===== src/rtl/controlador_asc_pkg.sv =====
// Shared encodings for the elevator controller: FSM states and travel direction.
package controlador_asc_pkg;

    typedef enum logic [1:0] {
        REPOSO   = 2'd0,
        MOVIENDO = 2'd1,
        PUERTAS  = 2'd2
    } estado_e;

    typedef enum logic [1:0] {
        DIR_IDLE = 2'b00,
        DIR_SUBE = 2'b01,
        DIR_BAJA = 2'b10
    } dir_e;

endpackage


===== src/rtl/temporizador_asc.sv =====
// Cycle timer shared by travel and door dwell: counts 0..limite_i, flags the last cycle,
// and wraps to 0 on its own. arranque_i forces the count back to 0.
module temporizador_asc #(
    parameter int unsigned CNT_W = 4
) (
    input  logic             clk,
    input  logic             rst_n,
    input  logic             arranque_i,
    input  logic [CNT_W-1:0] limite_i,
    output logic             fin_c
);

    logic [CNT_W-1:0] cuenta_q;
    logic [CNT_W-1:0] cuenta_d;

    assign fin_c = (cuenta_q == limite_i);

    // Next count: restart on request or after the final cycle, otherwise increment.
    always_comb begin
        cuenta_d = cuenta_q + CNT_W'(1);
        if (arranque_i || fin_c) begin
            cuenta_d = '0;
        end
    end

    // Count register.
    always_ff @(posedge clk or negedge rst_n) begin
        if (!rst_n) begin
            cuenta_q <= '0;
        end else begin
            cuenta_q <= cuenta_d;
        end
    end

endmodule


===== src/rtl/controlador_asc.sv =====
// Single-car elevator controller: latches floor calls and serves them with a SCAN policy,
// timing floor-to-floor travel and door dwell in clock cycles.
module controlador_asc
    import controlador_asc_pkg::*;
#(
    parameter int unsigned N_PISOS  = 4,
    parameter int unsigned T_VIAJE  = 8,
    parameter int unsigned T_PUERTA = 4
) (
    input  logic                       clk,
    input  logic                       rst_n,
    input  logic [N_PISOS-1:0]         llamada,
    output logic [$clog2(N_PISOS)-1:0] piso,
    output logic [1:0]                 direccion,
    output logic                       puertas_abiertas,
    output logic [N_PISOS-1:0]         llamadas_pendientes
);

    localparam int unsigned PISO_W = $clog2(N_PISOS);
    localparam int unsigned T_MAX  = (T_VIAJE > T_PUERTA) ? T_VIAJE : T_PUERTA;
    localparam int unsigned CNT_W  = $clog2(T_MAX + 1);

    // One-hot mask of floor p.
    function automatic logic [N_PISOS-1:0] uno_en(input logic [PISO_W-1:0] p);
        uno_en = '0;
        for (int i = 0; i < N_PISOS; i++) begin
            if (PISO_W'(i) == p) uno_en[i] = 1'b1;
        end
    endfunction

    // Any pending call strictly above floor p.
    function automatic logic hay_arriba(input logic [N_PISOS-1:0] m, input logic [PISO_W-1:0] p);
        hay_arriba = 1'b0;
        for (int i = 0; i < N_PISOS; i++) begin
            if ((PISO_W'(i) > p) && m[i]) hay_arriba = 1'b1;
        end
    endfunction

    // Any pending call strictly below floor p.
    function automatic logic hay_abajo(input logic [N_PISOS-1:0] m, input logic [PISO_W-1:0] p);
        hay_abajo = 1'b0;
        for (int i = 0; i < N_PISOS; i++) begin
            if ((PISO_W'(i) < p) && m[i]) hay_abajo = 1'b1;
        end
    endfunction

    estado_e             estado_q, estado_d;
    dir_e                dir_q, dir_d;
    logic [PISO_W-1:0]   piso_q, piso_d, piso_sig;
    logic                puertas_q, puertas_d;
    logic [N_PISOS-1:0]  pend_q, pend_d;
    logic [N_PISOS-1:0]  aqui_mask, servir, llamada_ef;
    logic                aqui, arriba, abajo, baja, sigue;
    logic                arranque, fin;
    logic [CNT_W-1:0]    limite;

    temporizador_asc #(
        .CNT_W (CNT_W)
    ) u_temporizador (
        .clk        (clk),
        .rst_n      (rst_n),
        .arranque_i (arranque),
        .limite_i   (limite),
        .fin_c      (fin)
    );

    // Call masks relative to the current floor and the floor the car is heading to.
    always_comb begin
        aqui_mask = uno_en(piso_q);
        aqui      = |(pend_q & aqui_mask);
        arriba    = hay_arriba(pend_q, piso_q);
        abajo     = hay_abajo(pend_q, piso_q);
        baja      = (dir_q == DIR_BAJA);
        piso_sig  = baja ? (piso_q - PISO_W'(1)) : (piso_q + PISO_W'(1));
        sigue     = baja ? hay_abajo(pend_q, piso_sig) : hay_arriba(pend_q, piso_sig);
    end

    // Next-state logic: SCAN policy, timer control and call bookkeeping.
    always_comb begin
        estado_d   = estado_q;
        dir_d      = dir_q;
        piso_d     = piso_q;
        puertas_d  = puertas_q;
        servir     = '0;
        arranque   = 1'b0;
        llamada_ef = llamada;
        limite     = CNT_W'(T_VIAJE - 1);

        unique case (estado_q)
            REPOSO: begin
                arranque  = 1'b1;
                dir_d     = DIR_IDLE;
                puertas_d = 1'b0;
                if (aqui) begin
                    estado_d  = PUERTAS;
                    puertas_d = 1'b1;
                    servir    = aqui_mask;
                end else if (arriba) begin
                    estado_d = MOVIENDO;
                    dir_d    = DIR_SUBE;
                end else if (abajo) begin
                    estado_d = MOVIENDO;
                    dir_d    = DIR_BAJA;
                end
            end

            MOVIENDO: begin
                if (fin) begin
                    piso_d = piso_sig;
                    if (|(pend_q & uno_en(piso_sig))) begin
                        estado_d  = PUERTAS;
                        puertas_d = 1'b1;
                        servir    = uno_en(piso_sig);
                    end else if (!sigue) begin
                        // End floor or nothing further ahead: settle and re-evaluate.
                        estado_d = REPOSO;
                        dir_d    = DIR_IDLE;
                    end
                end
            end

            PUERTAS: begin
                limite     = CNT_W'(T_PUERTA - 1);
                llamada_ef = llamada & ~aqui_mask;
                if (|(llamada & aqui_mask)) begin
                    // Call for this floor while open: keep the doors open longer.
                    arranque = 1'b1;
                end else if (fin) begin
                    puertas_d = 1'b0;
                    if (baja ? abajo : arriba) begin
                        estado_d = MOVIENDO;
                        if (baja) dir_d = DIR_BAJA;
                        else      dir_d = DIR_SUBE;
                    end else if (baja ? arriba : abajo) begin
                        estado_d = MOVIENDO;
                        if (baja) dir_d = DIR_SUBE;
                        else      dir_d = DIR_BAJA;
                    end else begin
                        estado_d = REPOSO;
                        dir_d    = DIR_IDLE;
                    end
                end
            end

            default: begin
                estado_d  = REPOSO;
                dir_d     = DIR_IDLE;
                puertas_d = 1'b0;
            end
        endcase

        // A floor being served this edge wins over a new call for it.
        pend_d = (pend_q | llamada_ef) & ~servir;
    end

    // State and output registers.
    always_ff @(posedge clk or negedge rst_n) begin
        if (!rst_n) begin
            estado_q  <= REPOSO;
            dir_q     <= DIR_IDLE;
            piso_q    <= '0;
            puertas_q <= 1'b0;
            pend_q    <= '0;
        end else begin
            estado_q  <= estado_d;
            dir_q     <= dir_d;
            piso_q    <= piso_d;
            puertas_q <= puertas_d;
            pend_q    <= pend_d;
        end
    end

    assign piso                = piso_q;
    assign direccion           = dir_q;
    assign puertas_abiertas    = puertas_q;
    assign llamadas_pendientes = pend_q;

endmodule


===== config.mk =====
export PLATFORM = sky130hd
export DESIGN_NAME = controlador_asc
export DESIGN_NICKNAME = d
export VERILOG_FILES = /design/src/rtl/controlador_asc_pkg.sv /design/src/rtl/temporizador_asc.sv /design/src/rtl/controlador_asc.sv
export SDC_FILE = /design/constraint.sdc
export NUM_CORES = 1
export LEC_CHECK = 0
export ABC_AREA = 1
export BUFFER_PORTS_ARGS = -buffer_cell sky130_fd_sc_hd__buf_2
export CAP_MARGIN = 5
export CORE_AREA = 10 10 57 59
export DETAILED_ROUTE_END_ITERATION = 8
export DIE_AREA = 0 0 67 69
export GPL_TIMING_DRIVEN = 0
export PLACE_DENSITY = 0.82
export SLEW_MARGIN = 0
export SYNTH_ARGS = -nofsm -noshare
export SYNTH_HDL_FRONTEND = slang
export SYNTH_SLANG_ARGS = --single-unit
export TNS_END_PERCENT = 20

===== constraint.sdc =====
create_clock -name clk -period 2 [get_ports clk]
set_input_delay 0.4 -clock clk [delete_from_list [all_inputs] [get_ports clk]]
set_output_delay 0.4 -clock clk [all_outputs]
set_load 0.02 [all_outputs]

Word-level counts from Yosys, hierarchy flattened:

Cells that the tools add are included.

* reduce and logical (&&, ||, !) cells: 27
* bitwise operators: 8
* equal/unequal tests: 18
* add/sub/neg operators: 3
* mux-type cells: 74
* magnitude comparators: 16

Operators by type and width (count)
* 1-bit two-way mux: 43
* 2-bit two-way mux: 20
* 4-bit bitwise AND: 5
* 4-bit two-way mux: 5
* 1-bit logical AND: 16
* 2-bit one-hot mux with 3 select lines: 2
* 4-bit OR reduction: 3
* 5-bit AND reduction: 2
* 2-bit equality test (first input constant): 4
* 1-bit by 2-bit greater-than comparator with 1-bit output (first input constant): 4
* 2-bit greater-than comparator (first input constant): 4
* 1-bit by 2-bit < comparator with 1-bit output (first input constant): 4
* 2-bit < comparator (first input constant): 4
* 2-bit inequality test (second input constant): 4
* 4-bit inverter: 2
* 4-bit one-hot mux with 2 select lines: 1
* 2-bit zero test: 3
* 4-bit by 1-bit adder with 4-bit output (second input constant): 1
* 1-bit by 2-bit equality test with 1-bit output (first input constant): 2
* 2-bit equality test (second input constant): 2
* 4-bit by 3-bit equality test with 1-bit output: 1
* 2-bit by 1-bit inequality test with 1-bit output (second input constant): 2
* 4-bit inequality test (second input constant): 1
* 4-bit bitwise OR: 1
* other kinds (10): 10

* flip-flop bits (word level): 15
* word-level logic and storage cells: 152

Depth between registers and ports, before layout:

Gate-level depths: netlist of the first run.

* word-level depth: 13
* depth in mapped cells: 12
* gate-level depth less buffers: 12

Modules after synthesis:

Synthesis of the first run repeated with hierarchy kept, for this count alone.

* cell total of the unflattened synthesis: 178
* area total of the unflattened synthesis: 1218.7 um^2

By module, submodules not included
* controlador_asc: instances 1, cells each 139, area an instance 964.7 um^2
* temporizador_asc: instances 1, cells each 39, area an instance 254.0 um^2

Worst setup path after synthesis of the first run:

Ideal clock, no wire load.

* kind: register -> register
* from: register piso_q[0], in the netlist piso[0]
* to: register dir_q[1], in the netlist direccion[1]
* arrival: 1.875 ns
* stages on the path, launching flop included: 13
* clock period less this slack: 1.993 ns
* setup slack: 0.007 ns
* path through: dfrtp_1 -> inv_2 -> ha_1 -> inv_2 -> nand3_2 -> nand2_4 -> nand2_1 -> nand2_1 -> nand3_1 -> nand3_1 -> nand3_1 -> nand2_1 -> nand2_1

* longest elaborated chain between the ends: 12

Ends and longest elaborated chain
* start, declared: RTL line controlador_asc.sv:49 `logic [PISO_W-1:0] piso_q, piso_d, piso_sig;`
* start signal, assigned: RTL line controlador_asc.sv:167 `piso_q <= piso_d;`
* branches (longest 12 deep; another with 2-bit by 1-bit adder with 2-bit output)
* end signal, assigned: RTL line controlador_asc.sv:166 `dir_q <= dir_d;`
* end, declared: RTL line controlador_asc.sv:48 `dir_e dir_q, dir_d;`

Several ways; the timed one is not identified. The select of a mux whose other input is x is not followed.
A chain may end at the register's enable or synchronous reset.

Worst setup path in the final report of the first run:

Same ends and word-level chain as after synthesis.

==> out/metrics.yaml, run 1 <==
routing:
  viasPerCell: 5.49
  finalWirelength_um: 2890
  firstDrtPassIters: 4
  wire_per_inst_um: 13.7
  drt_iter0_drc: 50
  antenna_left: 0
  route.vias.total: 1159
  drc: 0
setup_path:
  critical_path_arrival_ns: 2.07
  endpoint_kind: "flop"
  cp_max_fo: 8
  critical_path_class: "reg -> reg"
  rr_worst_depth: 10
  crit_path_start_kind: "flop"
  critPathRequiredTime_ns: 2.19
timing:
  tightest_slew_ns: 0.338
  setup_viol: 0
  clock.fmax_mhz: 531
  min_period_ns: 1.88
  finalHoldViolations: 4
  slew_violations: 0
  rsz0062_at_grt: "false"
  holdWs_ns: -0.00173
  skew_ns: 0.00289
  timing.slew.headroom_pct: 77.5
  fin_crit_sh_pct: 94.2
finish:
  final_nets: 197
  n_antenna_cell: 0
  drive_gt1_share_pct: 25.1
  area_growth_syn_to_layout_pct: 14.2
cts:
  clk_path_buf_depth: 2
  clockRootBuffer: "clkbuf_4"
  htree_levels: 1
  cts.reportedPaths.clkPinSlew_ns: 0.09
  cts_buffers: 3
  clock_latency_ns: 0.29
  cts_num_sinks: 15
  cts_tree: "done"
synthesis:
  ys_warn_count: 0
  syn_nets: 176
  syn_area_mm2: 0.00116
  yosys_register_bits: 15
  synth_top_cell_area_share_pct: 32.2
  synth.area.top_cells: "dfrtp_1 32%, nand2_1 13%, ha_1 7.5%"
  ys_seq_area_share_pct: 32.2
  avgSynthCellArea_um2: 7.15
  ys_types: 22
  synth_largest_area_cell: "dfrtp_1"
  synthCells: 163
pwr:
  power_frac_clock_pct: 9.6
  power_mw: 1.83
  combPwrFrac_pct: 62.7
  p_int_mw: 0.870
  ir_drop_v: 0.000852
  p_sw_share_pct: 52.4
  leakagePower_nw: 0.679
  power_density_mw_per_mm2: 1370
  seqPwrFrac_pct: 27.6
  p_switching_mw: 0.958
floorplan:
  die_w_um: 67
  chipHeight_um: 69
  start_util_pct: 54.2
  core_mm2: 0.00215
  rows: 17
  io_pins: 15
  dieArea_mm2: 0.00462
grt:
  overflow: 0
  grt_pass1_vias: 1152
  grt_max_degree: 16
  antenna_found_initial: 0
  grt_pass1_wl_um: 4910
  globalRouteTotalUtil_pct: 12.9
worst_hold_path:
  hp-class: "in -> async"
placement:
  gp_congestion: 0.890
  hpwl_um: 2230
  port_buffers: 14
flow_run:
  maxCapViolations: 0
outcome:
  failed_checks: "negative hold slack"
  status: "finished with violations"
## layout by cell type, fill, tap and decap left out
| cell | count |
|---|---|
| xor2_1 | 2 |
| inv_1 | 19 |
| inv_4 | 1 |
| o22ai_1 | 1 |
| a211oi_1 | 1 |
| buf_4 | 2 |
| o21bai_4 | 1 |
| nand3_1 | 11 |
| nand2_2 | 9 |
| nand2_4 | 2 |
| nor2_1 | 14 |
| clkbuf_1 | 1 |
| nand4_1 | 8 |
| nor3_1 | 5 |
| clkbuf_4 | 3 |
| dfrtp_2 | 1 |
| ha_1 | 7 |
| buf_2 | 14 |
| o21ai_2 | 1 |
| nand3_2 | 6 |
| a21oi_1 | 9 |
| dfrtp_1 | 14 |
| o21ai_0 | 3 |
| nor2_2 | 1 |
| nand2_1 | 41 |
| nand3b_1 | 1 |
| nor2_4 | 2 |
| inv_2 | 3 |
## critical path, stage by stage (launching register included)
cell and delay, ns:
dfrtp_2 0.44, inv_4 0.10, ha_1 0.28, inv_2 0.09, nand3_2 0.15, nand4_1 0.17, nand2_1 0.13, o21ai_2 0.18
nand3_1 0.12, nand2_1 0.07, nand2_1 0.04
## metrics by stage
| stage | area, µm² | setup slack (ns) | setup TNS, ns | cells | utilization, % |
|---|---|---|---|---|---|
| floorplan | 1160 | 0.00748 | 0 | 163 | - |
| global placement | 1270 | -0.0899 | -0.366 | 205 | 59.1 |
| detailed placement | 1270 | -0.178 | -0.745 | 205 | 59.1 |
| CTS | 1310 | 0.0414 | 0 | 211 | 61.1 |
| global route | 1330 | 0.0179 | 0 | 211 | 61.9 |
| finish | 1330 | 0.117 | 0 | 211 | 61.9 |
## cells by family after synthesis
group           share of synthesized area (%)
xor+xnor                                 1.50
compound gates                           8.70
simple gates                             42.6
buf+inv                                  7.41
flops                                    32.2
fa+ha+maj                                7.52
## worst paths after layout
kind / start / end / slack, ns
worst max-delay path: piso[0] / direccion[1] / 0.12
worst min-delay path: rst_n / llamadas_pendientes[3] / -0.002
worst max register to register: piso[0] / direccion[1] / 0.12
worst min register to register: u_temporizador.cuenta_q[0] / u_temporizador.cuenta_q[0] / 0.47
max in group asynchronous: rst_n / piso[0] / 1.73
min in group clk: llamada[2] / llamadas_pendientes[2] / 0.39
## cells in the mapped netlist, drive strengths merged
cell type	n
nor3	5
a21oi	9
nand4	8
nand2	52
a211oi	1
nand3b	1
o21bai	1
ha	7
dfrtp	15
xor2	2
nand3	17
nor2	17
inv	23
o21ai	4
o22ai	1
## cell type report
class / instances / area, µm²
fillers: 211 / 818
multi-input cells: 125 / 718
flip-flops and latches: 15 / 377
inverters: 23 / 88.8
repair buffers: 16 / 85.1
well taps: 28 / 35.0
clock buffers: 4 / 26.3
## sequential cells by signal (all words and copies together), names as in the netlist
| register | cells |
|---|---|
| llamadas_pendientes | 4 |
| u_temporizador.cuenta_q | 4 |
| direccion | 2 |
| estado_q | 2 |
| piso | 2 |
| puertas_abiertas | 1 |
## power groups by stage
stage | Sequential (mW) | Clock (mW) | Combinational (mW)
after floorplan | 0.552 | 0 | 0.796
after global placement | 0.509 | 0 | 1.05
after detailed placement | 0.518 | 0 | 1.09
after CTS | 0.497 | 0.178 | 1.13
after global routing | 0.518 | 0.193 | 1.29
final | 0.505 | 0.176 | 1.15
## timing repair
item                       CTS  global route
setup endpoints to repair    6             5
hold buffers                 0             0
resized for setup            1             5
pin swaps                    0             2
setup buffers                2             0
## metal layers
layer | vias up | track usage (%) | routed length (µm)
met5 | - | 0 | 0
met4 | 0 | 4.98 | 29
met3 | 6 | 2.74 | 150
li1 | 573 | - | -
met1 | 551 | 15.2 | 1210
met2 | 29 | 21.5 | 1500
Note: power is estimated with default switching activity, not from simulation.
==> run 2: changes to the inputs <==
--- a/config.mk
+++ b/config.mk
@@ -6,15 +6,17 @@
 export NUM_CORES = 1
 export LEC_CHECK = 0
 export ABC_AREA = 1
+export ABC_CLOCK_PERIOD_IN_PS = 2000
 export BUFFER_PORTS_ARGS = -buffer_cell sky130_fd_sc_hd__buf_2
 export CAP_MARGIN = 5
-export CORE_AREA = 10 10 57 59
+export CORE_AREA = 10 10 58 60
 export DETAILED_ROUTE_END_ITERATION = 8
-export DIE_AREA = 0 0 67 69
+export DIE_AREA = 0 0 68 70
 export GPL_TIMING_DRIVEN = 0
 export PLACE_DENSITY = 0.82
 export SLEW_MARGIN = 0
 export SYNTH_ARGS = -nofsm -noshare
 export SYNTH_HDL_FRONTEND = slang
+export SYNTH_HIERARCHICAL = 1
 export SYNTH_SLANG_ARGS = --single-unit
 export TNS_END_PERCENT = 20
==> run 2 against run 1 <==
Net effect:
- synthesized cell count is 9.2% higher
- first-iteration DRC count is 16% higher
- global-route usage is 0.23 points lower
- worst setup slack better by 0.045 ns
- register-to-register slack better by 0.04 ns
- critical path depth is 4 higher
- clock-buffer cell count stayed put
- fmax is 2.4% higher
- critical path type unchanged
- the flow still finishes with violations (negative hold slack)
- design area is 8.4% higher
- clock power is 4% higher
- sequential share of layout area is 2.0 points lower
==> out/metrics.yaml, run 2 <==
grt:
  gr-usage-met3_pct: 2.39  # was 2.74%
  globalRouteTotalUtil_pct: 12.7  # was 12.9%
  antenna_found_initial: 0  # unchanged
  use_met2_pct: 21.0  # was 21.5%
  grt_pass1_vias: 1105  # was 1,152
  grtUsageMet1_pct: 15.1  # was 15.2%
  grt_max_degree: 16  # unchanged
  top_usage_layer: "met2"  # unchanged
  grt_pass1_wl_um: 4890  # was 4910 µm
  overflow: 0  # unchanged
flow_run:
  maxCapViolations: 0  # unchanged
finish:
  final_nets: 221  # was 197
  drive_gt1_share_pct: 23.7  # was 25.1%
  final_common_cell: "nand2_1"  # unchanged
  n_antenna_cell: 0  # unchanged
  finalNonFillerCells: 237  # was 211
  fin_util_pct: 61.5  # was 61.9%
  seq_area_um2: 379  # was 377 µm²
  multi_input_area_um2: 758  # was 718 µm²
  nFillCells: 231  # was 211
  fin_area_mm2: 0.00144  # was 0.00133 mm²
  mostFrequentLayoutCells: "50 x nand2_1, 24 x inv_1, 15 x nor2_1, 14 x buf_2, 13 x nand3_1"  # was 41 x nand2_1, 19 x inv_1, 14 x nor2_1, 14 x dfrtp_1, 14 x buf_2
  area_growth_syn_to_layout_pct: 18.3  # was 14.2%
setup_path:
  crit_cells: 14  # was 10
  crit_path_start_kind: "flop"  # unchanged
  endpoint: "estado_q[0]"  # was direccion[1]
  critical_path_class: "reg -> reg"  # unchanged
  endpoint_kind: "flop"  # unchanged
  crit_path_start: "estado_q[1]"  # was piso[0]
  slowest_stage: "dfrtp_1"  # was dfrtp_2
  critical_path.most_common_cell: "nand2_1"  # unchanged
  rr_worst_depth: 14  # was 10
  ff2ff_setup_slack_ns: 0.16  # was 0.12 ns
  crit_chain: "inv_2, nor2_4, inv_4, nand2_1, nand2_1, nor2_1, nand2_1, inv_2, inv_2, o21ai_4, nand2_1, o21bai_2, nand2_1, nand2_1"  # was inv_4, ha_1, inv_2, nand3_2, nand4_1, nand2_1, o21ai_2, nand3_1, nand2_1, nand2_1
  r2r_start: "estado_q[1]"  # was piso[0]
  critPathRequiredTime_ns: 2.20  # was 2.19 ns
  critical_path_arrival_ns: 2.03  # was 2.07 ns
  cp_max_fo: 7  # was 8
  max_stage_delay_ns: 0.40  # was 0.44 ns
  crit_family: "simple AND/OR/NAND/NOR gates"  # unchanged
  crit_buf_inv: 4  # was 2
  worst_r2r_endpoint: "estado_q[0]"  # was direccion[1]
cts:
  clock_latency_ns: 0.30  # was 0.29 ns
  cts_hold_buf: 0  # unchanged
  cts_buffers: 3  # unchanged
  clockRootBuffer: "clkbuf_4"  # unchanged
  cts_num_sinks: 15  # unchanged
  cts.reportedPaths.clkPinSlew_ns: 0.09  # about the same
  cts_tree: "done"  # unchanged
  htree_levels: 1  # unchanged
  clk_path_buf_depth: 2  # unchanged
placement:
  gp_congestion: 0.867  # was 0.890
  hpwl_um: 2200  # was 2230 µm
  dp.cells: 226  # was 205
  placed_area_mm2: 0.00134  # was 0.00127 mm²
  port_buffers: 14  # unchanged
synthesis:
  yosys_register_bits: 15  # unchanged
  ys_seq_area_share_pct: 30.8  # was 32.2%
  synth_enable_flop_cells: 0  # unchanged
  synth.most_common_cell: "nand2_1"  # unchanged
  synthCells: 178  # was 163
  synth_largest_area_cell: "dfrtp_1"  # unchanged
  netlist_top_cells_count: "50 x nand2_1, 28 x inv_1, 15 x dfrtp_1, 15 x nor2_1, 13 x nand3_1"  # was 41 x nand2_1, 20 x inv_1, 15 x dfrtp_1, 14 x nand3_1, 14 x nor2_1
  synth_flop_cell: "dfrtp_1"  # unchanged
  ys_types: 25  # was 22
  async_reset_ff_share_pct: 100  # unchanged
  synth.area.top_cells: "dfrtp_1 31%, nand2_1 15%, inv_1 8.6%"  # was dfrtp_1 32%, nand2_1 13%, ha_1 7.5%
  syn_area_mm2: 0.00122  # was 0.00116 mm²
  ys_warn_count: 6  # was 0
  synth_top_cell_area_share_pct: 30.8  # was 32.2%
  avgSynthCellArea_um2: 6.85  # was 7.15 µm²
routing:
  finalWirelength_um: 2780  # was 2890 µm
  drc: 0  # unchanged
  viasPerCell: 5.05  # was 5.49
  route.vias.total: 1197  # was 1,159
  antenna_left: 0  # unchanged
  wire_per_inst_um: 11.7  # was 13.7 µm
  drt_iter0_drc: 58  # was 50
  firstDrtPassIters: 4  # unchanged
timing:
  finalHoldViolations: 15  # was 4
  holdWs_ns: -0.0118  # was -0.00173 ns
  fin_crit_sh_pct: 91.9  # was 94.2%
  skew_ns: 0.00429  # was 0.00289 ns
  setup_viol: 0  # unchanged
  slew_violations: 0  # unchanged
  min_period_ns: 1.84  # was 1.88 ns
  clock.fmax_mhz: 544  # was 531 MHz
floorplan:
  chipHeight_um: 70  # was 69 µm
  rows: 18  # was 17
  io_pins: 15  # unchanged
  start_util_pct: 52.0  # was 54.2%
  dieArea_mm2: 0.00476  # was 0.00462 mm²
  core_mm2: 0.00234  # was 0.00215 mm²
  die_w_um: 68  # was 67 µm
pwr:
  ir_drop_v: 0.00108  # was 0.000852 V
  leakagePower_nw: 0.777  # was 0.679 nW
  power_density_mw_per_mm2: 1760  # was 1370 mW/mm²
  power_mw: 2.54  # was 1.83 mW
worst_hold_path:
  hp-class: "in -> async"  # unchanged
outcome:
  failed_checks: "negative hold slack"  # unchanged
  status: "finished with violations"  # unchanged
-- run 2: cell types whose count changed after synthesis, sizes merged, moves of 3 or more --
cell	delta
inv	+7
o21ai	+7
nand2	+5
a21oi	-4
nor3	-4
o32ai	+3
-- run 2: area by class of cell --
cell class	instances	area share, %
tap	30	2.60
inverter	30	8.16
multi-input combinational	137	52.6
clock buffer	4	1.82
timing repair buffer	21	8.51
sequential	15	26.3
-- run 2: where the power goes --
part | internal, mW | leakage, nW | total [mW] | switching, mW
clock network | 0.0778 | 0.0150 | 0.183 | 0.105
registers | 0.428 | 0.176 | 0.580 | 0.152
logic | 0.650 | 0.586 | 1.78 | 1.13
total | 1.16 | 0.777 | 2.54 | 1.39
-- run 2: per-layer routing --
layer  up-vias  wire length [µm]  part of all wire, %
met1       546              1200                   43
met4         0                62                  2.2
met2        23              1420                   51
met5         -                 0                    0
li1        621                 -                    -
met3         7                97                  3.5
-- run 2: cell families (layout without fill, tap and decap cells) --
group           count (synthesis)  in the layout  share of synthesized area (%)
buf+inv                        30             55                           9.24
xor+xnor                        3              3                           2.16
other cells                     2              6                          0.616
compound gates                 22             22                           11.8
flops                          15             15                           30.8
simple gates                   99             99                           38.2
fa+ha+maj                       7              7                           7.19
-- run 2: worst reg2reg max path: cells and delay by family (launching register included) --
family	cells	cell delay, ns
buf+inv	4	0.31
compound gates	2	0.35
flops	1	0.40
simple gates	8	0.67
-- run 2: repair_timing --
item,4_1_cts,5_1_grt
cloned,0,0
gates resized for setup,6,5
pin swaps,1,3
setup endpoints to repair,5,5
buffers inserted,0,7
-- run 2: worst min-delay path by stage --
stage	startpoint	to	slack (ns)	cells past startpoint
floorplan	rst_n	direccion[0]	0.10	0
detailed placement	rst_n	puertas_abiertas	0.33	1
global placement	rst_n	estado_q[1]	0.33	1
finish	rst_n	direccion[1]	-0.01	1
CTS	rst_n	llamadas_pendientes[2]	0.004	1
global route	rst_n	u_temporizador/cuenta_q[3]	0.0008	1
-- run 2: stage by stage --
stage               worst slack, ns  setup TNS, ns
floorplan                    0.0455              0
global placement             -0.147         -0.421
detailed placement           -0.202         -0.511
CTS                        -0.00677       -0.00677
global route                -0.0277        -0.0674
finish                        0.162              0
==> run 3: changes to the inputs <==
--- a/config.mk
+++ b/config.mk
@@ -5,15 +5,14 @@
 export SDC_FILE = /design/constraint.sdc
 export NUM_CORES = 1
 export LEC_CHECK = 0
-export ABC_AREA = 1
-export ABC_CLOCK_PERIOD_IN_PS = 2000
+export ABC_AREA = 0
 export BUFFER_PORTS_ARGS = -buffer_cell sky130_fd_sc_hd__buf_2
 export CAP_MARGIN = 5
-export CORE_AREA = 10 10 58 60
+export CORE_AREA = 10 10 55 57
 export DETAILED_ROUTE_END_ITERATION = 8
-export DIE_AREA = 0 0 68 70
+export DIE_AREA = 0 0 65 67
 export GPL_TIMING_DRIVEN = 0
-export PLACE_DENSITY = 0.82
+export PLACE_DENSITY = 0.88
 export SLEW_MARGIN = 0
 export SYNTH_ARGS = -nofsm -noshare
 export SYNTH_HDL_FRONTEND = slang
==> constraint.sdc (replaced) <==
create_clock -name clk -period 2.21 [get_ports clk]
set_input_delay 0.442 -clock clk [delete_from_list [all_inputs] [get_ports clk]]
set_output_delay 0.442 -clock clk [all_outputs]
set_load 0.02 [all_outputs]
==> run 3 against run 2 <==
Net effect:
- the run now ends clean
- sequential power fell by 8.3%
- die area fell by 8.5%
- clock skew rose by 0.0020 ns
- clock power fell by 14%
- worst hold slack improved by 0.059 ns
- global-route usage rose by 1.7 points
==> out/metrics.yaml, run 3 <==
cts:
  cts_buffers: 3  # unchanged
  cts_tree: "done"  # unchanged
  htree_levels: 1  # unchanged
  clockRootBuffer: "clkbuf_4"  # unchanged
  cts_num_sinks: 15  # unchanged
  cts_hold_buf: 0  # unchanged
  clk_path_buf_depth: 2  # unchanged
  clock_latency_ns: 0.28  # was 0.30 ns
  cts.reportedPaths.clkPinSlew_ns: 0.09  # about the same
timing:
  slew_violations: 0  # unchanged
  fin_crit_sh_pct: 97.5  # was 91.9%
  skew_ns: 0.00628  # was 0.00429 ns
  clock.fmax_mhz: 464  # was 544 MHz
  finalSetupTns_ns: 0  # unchanged
  setup_viol: 0  # unchanged
  fin_ws_ns: 0.0543  # was 0.162 ns
  min_period_ns: 2.16  # was 1.84 ns
  rsz0062_at_grt: "true"
  finalHoldViolations: 0  # was 15
routing:
  wl_met3_um: 154  # was 97 µm
  finalWirelength_um: 2980  # was 2780 µm
  dr_wl_met2_um: 1580  # was 1420 µm
  wl_met1_um: 1200  # about the same
  viasPerCell: 5.96  # was 5.05
  highest_layer: "met4"  # unchanged
  wire_per_inst_um: 17.0  # was 11.7 µm
  drt_iter0_drc: 70  # was 58
  firstDrtPassIters: 4  # unchanged
  route.vias.total: 1043  # was 1,197
  drc: 0  # unchanged
  antenna_left: 0  # unchanged
placement:
  gp_congestion: 0.952  # was 0.867
  port_buffers: 14  # unchanged
  hpwl_um: 2140  # was 2200 µm
  placed_area_mm2: 0.00127  # was 0.00134 mm²
  pre_cts_ws_ns: -0.271  # was -0.202 ns
  dp.cells: 162  # was 226
floorplan:
  core_mm2: 0.00194  # was 0.00234 mm²
  rows: 16  # was 18
  io_pins: 15  # unchanged
  start_util_pct: 59.8  # was 52.0%
  dieArea_mm2: 0.00436  # was 0.00476 mm²
  chipHeight_um: 67  # was 70 µm
  die_w_um: 65  # was 68 µm
synthesis:
  ys_seq_area_share_pct: 32.3  # was 30.8%
  synth.most_common_cell: "dfrtp_1"  # was nand2_1
  synth_enable_flop_cells: 0  # unchanged
  yosys_register_bits: 15  # unchanged
  synth_largest_area_cell: "dfrtp_1"  # unchanged
  synth_top_cell_area_share_pct: 32.3  # was 30.8%
  avgSynthCellArea_um2: 9.68  # was 6.85 µm²
  synth_flop_cell: "dfrtp_1"  # unchanged
  async_reset_ff_share_pct: 100  # unchanged
  ys_types: 37  # was 25
  synth.area.top_cells: "dfrtp_1 32%, ha_1 7.5%, mux4_2 3.9%"  # was dfrtp_1 31%, nand2_1 15%, inv_1 8.6%
  netlist_top_cells_count: "15 x dfrtp_1, 8 x nor2_1, 7 x ha_1, 7 x nor3_1"  # was 50 x nand2_1, 28 x inv_1, 15 x dfrtp_1, 15 x nor2_1, 13 x nand3_1
  synthCells: 120  # was 178
  syn_area_mm2: 0.00116  # was 0.00122 mm²
  ys_warn_count: 6  # unchanged
finish:
  n_antenna_cell: 0  # unchanged
  final_nets: 162  # was 221
  multi_input_area_um2: 762  # was 758 µm²
  final_common_cell: "buf_2"  # was nand2_1
  finalNonFillerCells: 175  # was 237
  mostFrequentLayoutCells: "14 x buf_2, 13 x dfrtp_1, 9 x buf_4, 8 x nor2_1, 7 x nor3_1"  # was 50 x nand2_1, 24 x inv_1, 15 x nor2_1, 14 x buf_2, 13 x nand3_1
  drive_gt1_share_pct: 31.8  # was 23.7%
  seq_area_um2: 378  # was 379 µm²
  area_growth_syn_to_layout_pct: 21.3  # was 18.3%
  nFillCells: 153  # was 231
  fin_area_mm2: 0.00141  # was 0.00144 mm²
setup_path:
  endpoint_kind: "flop"  # unchanged
  r2r_start: "piso[0]"  # was estado_q[1]
  rr_worst_depth: 8  # was 14
  cp_max_fo: 6  # was 7
  critical_path_class: "reg -> reg"  # unchanged
  critical_path_arrival_ns: 2.33  # was 2.03 ns
  worst_r2r_endpoint: "direccion[1]"  # was estado_q[0]
  ff2ff_setup_slack_ns: 0.05  # was 0.16 ns
  crit_path_start_kind: "flop"  # unchanged
  critPathRequiredTime_ns: 2.38  # was 2.20 ns
pwr:
  combPwrFrac_pct: 68.2  # was 70.0%
  p_switching_mw: 1.04  # was 1.39 mW
  p_sw_share_pct: 48.1  # was 54.6%
  p_int_mw: 1.12  # was 1.16 mW
  seqPwrFrac_pct: 24.6  # was 22.8%
  power_density_mw_per_mm2: 1540  # was 1760 mW/mm²
  power_frac_clock_pct: 7.2  # about the same
  leakagePower_nw: 0.623  # was 0.777 nW
  ir_drop_v: 0.00113  # was 0.00108 V
grt:
  grt_max_degree: 16  # unchanged
  antenna_found_initial: 0  # unchanged
  grt_pass1_wl_um: 5050  # was 4890 µm
  grt_pass1_vias: 1081  # was 1,105
  globalRouteTotalUtil_pct: 14.4  # was 12.7%
  overflow: 0  # unchanged
worst_hold_path:
  hp-class: "in -> async"  # unchanged
outcome:
  status: "completed"  # was finished with violations
flow_run:
  maxCapViolations: 0  # unchanged
[run 3: cell types whose count changed after synthesis, moves of 4 or more]
| cell | delta |
|---|---|
| a211oi_1 | +4 |
| a22oi_1 | +4 |
| inv_1 | -22 |
| nand2_1 | -45 |
| nand2_2 | -5 |
| nand2b_1 | +4 |
| nand3_1 | -8 |
| nand4_1 | -8 |
| nor2_1 | -7 |
| nor3_1 | +6 |
[run 3: area by class of cell]
type / count / area share (%)
inverter: 9 / 2.66
sequential: 15 / 26.8
tap: 27 / 2.40
multi-input combinational: 94 / 54.1
timing repair buffer: 23 / 9.77
buffer: 3 / 2.40
clock buffer: 4 / 1.87
[run 3: worst max-delay path by stage]
stage | startpoint | to | slack [ns] | cells past startpoint
2_1_floorplan | piso[0] | direccion[1] | 0.006 | 7
3_3_place_gp | estado_q[0] | direccion[1] | -0.16 | 8
3_5_place_dp | estado_q[0] | direccion[1] | -0.27 | 8
4_1_cts | piso[0] | direccion[1] | 0.02 | 7
5_1_grt | piso[0] | direccion[1] | -0.08 | 8
6_report | piso[0] | direccion[1] | 0.05 | 8
[run 3: power groups by stage]
stage | logic (mW) | clock network [mW] | registers, mW
floorplan | 0.903 | 0 | 0.576
global placement | 1.18 | 0 | 0.521
detailed placement | 1.23 | 0 | 0.533
CTS | 1.34 | 0.157 | 0.527
global route | 1.61 | 0.174 | 0.553
finish | 1.48 | 0.157 | 0.532
[run 3: worst max-delay path, cell delays in order (launching register included)]
cell	delay (ns)
dfrtp_2	0.41
buf_6	0.14
clkinvlp_4	0.13
ha_1	0.29
a22oi_1	0.31
nand3_2	0.19
a21oi_4	0.21
o211ai_2	0.11
a22o_1	0.25
[run 3: logic make-up (layout without fill, tap and decap cells)]
logic type | Yosys count | after routing | synth area share, %
AOI/OAI and AO/OA | 35 | 35 | 22.2
muxes | 2 | 2 | 3.88
and+or+nand+nor | 38 | 38 | 20.2
other | 2 | 3 | 0.647
buffers and inverters | 12 | 39 | 5.82
adders and majority gates | 7 | 7 | 7.54
DFF | 15 | 15 | 32.3
xor gates and xnor gates | 9 | 9 | 7.44
[run 3: metrics by stage]
step | hold slack [ns] | utilization (%) | power, mW
final | 0.0467 | 72.6 | 2.16
after global routing | 0.0516 | 72.6 | 2.33
after CTS | 0.0662 | 69.3 | 2.02
after detailed placement | 0.370 | 65.4 | 1.77
after global placement | 0.364 | 65.4 | 1.71
after floorplan | 0.146 | - | 1.48
[run 3: repair_timing]
action,CTS,global route
gates resized for setup,4,4
cloned,0,0
pin swaps,2,4
setup buffers,3,6
endpoints found under the setup margin,5,5
[run 3: metal layers]
metal,up-vias,global-route usage [%]
met4,0,4.01
met1,504,16.4
met2,41,26.2
met5,-,0
met3,6,3.18
li1,492,-
